===== config.mk =====
export PLATFORM = sky130hd
export DESIGN_NAME = analog_dir_decoder
export DESIGN_NICKNAME = d
export VERILOG_FILES = /design/src/rtl/analog_dir_decoder.sv
export SDC_FILE = /design/constraint.sdc
export NUM_CORES = 1
export LEC_CHECK = 0
export ABC_AREA = 1
export BUFFER_PORTS_ARGS = -buffer_cell sky130_fd_sc_hd__buf_2
export CORE_UTILIZATION = 50
export CTS_BUF_LIST = sky130_fd_sc_hd__clkbuf_8 sky130_fd_sc_hd__clkbuf_16
export DETAILED_ROUTE_END_ITERATION = 7
export GPL_TIMING_DRIVEN = 0
export HOLD_SLACK_MARGIN = 0.1
export PLACE_DENSITY = 0.68
export SLEW_MARGIN = 15
export SYNTH_ARGS = -nofsm -noshare
export SYNTH_HDL_FRONTEND = slang
export SYNTH_SLANG_ARGS = --single-unit

===== constraint.sdc =====
create_clock -name clk_sys -period 3.3 [get_ports clk_sys]
set_clock_uncertainty 0.05 [all_clocks]
set_input_delay 0.825 -clock clk_sys [delete_from_list [all_inputs] [get_ports clk_sys]]
set_output_delay 0.825 -clock clk_sys [all_outputs]
set_load 0.05 [all_outputs]

===== src/rtl/analog_dir_decoder.sv =====
// Analog stick to 4-way direction decoder with deadzone, hysteresis and
// tick-based debounce, plus a raw d-pad passthrough mode. One instance per player.
module analog_dir_decoder #(
    parameter int unsigned DEADZONE   = 32,
    parameter int unsigned HYST       = 8,
    parameter int unsigned STABLE_CNT = 4,
    parameter int unsigned SAMPLE_DIV = 1200
) (
    input  logic        clk_sys,
    input  logic        reset,
    input  logic        mode_digital,
    input  logic [3:0]  joy_dig,
    input  logic [15:0] joy_l,
    input  logic [15:0] joy_r,
    output logic [3:0]  run_dir,
    output logic [3:0]  aim_dir,
    output logic        tick
);

    localparam int unsigned DIV_W = (SAMPLE_DIV > 1) ? $clog2(SAMPLE_DIV) : 1;
    localparam int unsigned CNT_W = 4;
    localparam int unsigned NAXIS = 4;
    localparam logic [DIV_W-1:0] DIV_LAST = DIV_W'(SAMPLE_DIV - 1);

    // Thresholds as 9-bit signed so -128 compares without overflow
    localparam logic signed [8:0] DZ_POS  = 9'(DEADZONE);
    localparam logic signed [8:0] DZ_NEG  = -9'(DEADZONE);
    localparam logic signed [8:0] REL_POS = 9'(DEADZONE - HYST);
    localparam logic signed [8:0] REL_NEG = -9'(DEADZONE - HYST);

    typedef enum logic [1:0] {
        AX_CENTER = 2'd0,
        AX_POS    = 2'd1,
        AX_NEG    = 2'd2
    } axis_e;

    // Axis order: 0 runX, 1 runY, 2 aimX, 3 aimY
    logic [7:0]       axis_v [NAXIS];
    axis_e            st_q   [NAXIS];
    axis_e            st_d   [NAXIS];
    axis_e            cand_q [NAXIS];
    axis_e            cand_d [NAXIS];
    axis_e            tgt    [NAXIS];
    logic [CNT_W-1:0] cnt_q  [NAXIS];
    logic [CNT_W-1:0] cnt_d  [NAXIS];
    logic [CNT_W-1:0] cnt_n  [NAXIS];

    logic [DIV_W-1:0] div_q, div_d;
    logic             tick_q, tick_d;
    logic             mode_q;
    logic             mode_change;
    logic [3:0]       run_dir_q, run_dir_d;
    logic [3:0]       aim_dir_q, aim_dir_d;
    logic [3:0]       dig_filt;

    assign axis_v[0] = joy_l[7:0];
    assign axis_v[1] = joy_l[15:8];
    assign axis_v[2] = joy_r[7:0];
    assign axis_v[3] = joy_r[15:8];

    assign mode_change = mode_digital ^ mode_q;

    assign run_dir = run_dir_q;
    assign aim_dir = aim_dir_q;
    assign tick    = tick_q;

    // Target state from the committed state and the current sample
    function automatic axis_e target_of(axis_e cur, logic [7:0] v);
        logic signed [8:0] sv;
        axis_e             t;
        sv = $signed({v[7], v});
        t  = cur;
        case (cur)
            AX_CENTER: begin
                if (sv > DZ_POS)      t = AX_POS;
                else if (sv < DZ_NEG) t = AX_NEG;
                else                  t = AX_CENTER;
            end
            AX_POS:  if (sv < REL_POS) t = AX_CENTER;
            AX_NEG:  if (sv > REL_NEG) t = AX_CENTER;
            default: t = AX_CENTER;
        endcase
        return t;
    endfunction

    // Sample divider; tick register is high while the count sits at its last value
    always_comb begin
        div_d  = (div_q == DIV_LAST) ? '0 : div_q + DIV_W'(1);
        tick_d = (div_d == DIV_LAST);
    end

    // State register: divider, mode history, axis FSMs and outputs
    always_ff @(posedge clk_sys) begin
        if (reset) begin
            div_q     <= '0;
            tick_q    <= 1'b0;
            mode_q    <= 1'b0;
            run_dir_q <= '0;
            aim_dir_q <= '0;
            for (int unsigned a = 0; a < NAXIS; a++) begin
                st_q[a]   <= AX_CENTER;
                cand_q[a] <= AX_CENTER;
                cnt_q[a]  <= '0;
            end
        end else begin
            div_q     <= div_d;
            tick_q    <= tick_d;
            mode_q    <= mode_digital;
            run_dir_q <= run_dir_d;
            aim_dir_q <= aim_dir_d;
            for (int unsigned a = 0; a < NAXIS; a++) begin
                st_q[a]   <= st_d[a];
                cand_q[a] <= cand_d[a];
                cnt_q[a]  <= cnt_d[a];
            end
        end
    end

    // Next-state: per-axis target and debounce, advanced only on analog ticks
    always_comb begin
        for (int unsigned a = 0; a < NAXIS; a++) begin
            st_d[a]   = st_q[a];
            cand_d[a] = cand_q[a];
            cnt_d[a]  = cnt_q[a];
            cnt_n[a]  = '0;
            tgt[a]    = target_of(st_q[a], axis_v[a]);
            if (mode_change) begin
                st_d[a]   = AX_CENTER;
                cand_d[a] = AX_CENTER;
                cnt_d[a]  = '0;
            end else if (tick_q && !mode_digital) begin
                if (tgt[a] == st_q[a]) begin
                    cnt_d[a] = '0;
                end else begin
                    if (tgt[a] != cand_q[a]) begin
                        cand_d[a] = tgt[a];
                        cnt_n[a]  = CNT_W'(1);
                    end else begin
                        cnt_n[a]  = cnt_q[a] + CNT_W'(1);
                    end
                    if (cnt_n[a] >= CNT_W'(STABLE_CNT)) begin
                        st_d[a]  = cand_d[a];
                        cnt_d[a] = '0;
                    end else begin
                        cnt_d[a] = cnt_n[a];
                    end
                end
            end
        end
    end

    // Output decode: blank on mode change, filtered d-pad, or committed axis states
    always_comb begin
        dig_filt = joy_dig;
        if (joy_dig[3] && joy_dig[2]) dig_filt[3:2] = 2'b00;
        if (joy_dig[1] && joy_dig[0]) dig_filt[1:0] = 2'b00;
        run_dir_d = '0;
        aim_dir_d = '0;
        if (mode_change) begin
            run_dir_d = '0;
            aim_dir_d = '0;
        end else if (mode_digital) begin
            run_dir_d = dig_filt;
            aim_dir_d = dig_filt;
        end else begin
            run_dir_d = {st_d[1] == AX_NEG, st_d[1] == AX_POS,
                         st_d[0] == AX_NEG, st_d[0] == AX_POS};
            aim_dir_d = {st_d[3] == AX_NEG, st_d[3] == AX_POS,
                         st_d[2] == AX_NEG, st_d[2] == AX_POS};
        end
    end

endmodule


==> metrics <==
crit path DAT roughly 2.6 ns; Chip Width 82.93 um; Worst-path clk slew around 0.09 ns; GR Util met2 0.3636; cell breakdown of the critical path buf_2, nor2_1, nor2_1, nor2_1, inv_2, clkbuf_1, a21oi_2; WL per Instance around 10 um; layout net count around 620; largest net degree at the start of global routing 16; hold buffer count at cts 0; clk sinks 53; die area 6877 um2; synthesized flop and latch total 53; Boundary Pins 48; hpwl dp 5307 um; CP dominant cell by count nor2_1; cell family contributing the most delay on the critical path simple AND/OR/NAND/NOR gates; Fill cells 646; vias in the first global route 2,937; Final Cycle Share 0.7237; Crit. End Element register; busiest grt layer met2; syn_nets 563; setup TNS 0 ns; max incr delay on CP between 0.6 and 0.7 ns; most frequent cells in the layout nand2_1 (132), nor2_1 (87), inv_1 (70); global route total overflow 0; startpoint types input port; clk buf depth 2; outcome finished clean; CTS H-Tree Depth 2; layout cells sized above 1 0.1976; # DRC 0; Chip Height roughly 83 um; Max-cap violations 0; f_max 418.7 MHz; Crit path required time between 3 and 4 ns; critical path class input port to register; cell area after synthesis approximately 3300 um2; final core occ 0.5854; Synth Area per Inst 6.321 um2; Post-DP Area roughly 3600 um2; Leak 1.791 nW; Power Total 1.262 mW; post-layout min period 2.388 ns; P&R area growth vs syn 13.53%; Vias 3,208; initial antenna violation count 0; post-CTS sizing 0; Initial Util 0.5157; Fin. Hold Viols 0; clock root cell clkbuf_8; Final Setup Violations 0; post-route ant nets 0; placer congestion estimate 0.7798; Slew @ Worst Pin ~0.86 ns; Site Rows 29; post-CTS setup buffers 0; Hold Path Class register to register; peak fanout along the critical path 10; initial DRC count 124; Pre-antenna DRT Iters 4; Power Density roughly 340 nW/um2; global-route wire length before repair 12,030 um; Routed WL 6735 um; diode count 0; CTS tree done; Rel. slew slack 0.4216; register area share after synthesis 0.3240; post-route cell area 3717 um2; routed vias/inst a little under 5; worst skew pair latency a little over 0.3 ns; Distinct cells, synth 33; met3 global-route usage 0.04175; CP bufs+invs 3; gr usage total 0.2092; commonest non-fill, non-tap cell in the layout nand2_1; area occupied by multi-input gates 1869 um2; met1 usage 0.2592; CTS buffer count 5; CP max-delay cell nor2_1; RSZ-0062 raised after global routing no; # port buffers 46; core box area 6350 um2; worst vdd ir 0.1869 mV; register area 1061 um2; Yosys warning count 0; max-slew violation count 0; Synth Instances ~520
## cell families after synthesis
group,share of synthesized area
adder cells (fa/ha/maj),0.02293
flip-flops,0.3240
AO/OA/AOI/OAI,0.08330
AND/OR/NAND/NOR,0.4352
buffers and inverters,0.1051
XOR/XNOR,0.02942
## sequential cells by signal, summed over array words and instances (netlist names)
register  flops
aim_dir       4
cand_q        8
cnt_q        16
div_q        11
mode_q        1
run_dir       4
st_q          8
tick          1
## cell type report
type / count / area share
Multi-Input combinational cell: 374 / 0.5029
Sequential cell: 53 / 0.2854
Inverter: 84 / 0.08482
Timing Repair Buffer: 46 / 0.06193
Tap cell: 77 / 0.02592
Clock buffer: 6 / 0.02221
Clock inverter: 2 / 0.009088
Buffer: 7 / 0.007741
## per-stage QoR
stage / hold slack, ns / setup WS, ns / instances
detailed placement: 0.3991 / 0.6385 / 641
floorplan: 0.3797 / 1.265 / 518
global placement: 0.3974 / 0.6295 / 641
CTS: 0.4132 / 0.9399 / 649
finish: 0.4156 / 0.9117 / 649
global route: 0.4230 / 0.7345 / 649
## power by group
group          internal [mW]  switching, mW
Sequential             0.644        0.00326
Clock                  0.245          0.212
Combinational         0.0544          0.103
Total                  0.943          0.319
## cells in the mapped netlist
cell type	count	share of area
buf_2	2	0.0031
nand2_1	132	0.15
dfxtp_1	53	0.32
inv_2	15	0.017
nand4_1	11	0.021
xor2_1	7	0.019
o21bai_2	1	0.0034
nor3_1	5	0.0076
o21ai_1	2	0.0031
a31oi_1	1	0.0019
or2_2	1	0.0019
nand3b_1	1	0.0023
a21oi_1	21	0.032
nand3_2	5	0.015
inv_1	69	0.079
nor2_1	87	0.10
clkbuf_1	5	0.0057
nand2_4	4	0.014
nor2_2	5	0.0096
a32oi_1	1	0.0027
nor3b_1	1	0.0023
o21ai_2	2	0.0054
nor4_1	1	0.0019
nand2_2	12	0.023
o21ai_0	14	0.021
nor3_2	1	0.0031
ha_1	6	0.023
nand3_1	37	0.057
nor2_4	6	0.021
xnor2_1	4	0.011
a21oi_2	4	0.011
nand3_4	1	0.0054
a31o_2	1	0.0027
## tightest hold or removal path, delay by kind of cell, from the launching register on
kind | cells | cell delay, ns
flip-flops | 1 | 0.33
AND/OR/NAND/NOR | 2 | 0.10
## final timing paths
kind	to	slack (ns)	startpoint	cells past startpoint
setup / recovery	aim_dir[0]	0.91	mode_digital	7
hold / removal	cnt_q[2][3]	0.42	cnt_q[2][3]	2
setup reg to reg	aim_dir[0]	1.26	mode_q	6
hold reg to reg	cnt_q[2][3]	0.42	cnt_q[2][3]	2
## metal layers
layer | vias up | part of all wire
li1 | 1727 | -
met1 | 1424 | 0.49
met2 | 47 | 0.47
met3 | 10 | 0.032
met4 | 0 | 0.014
met5 | - | 0
Power figures use the tool's default switching activity.
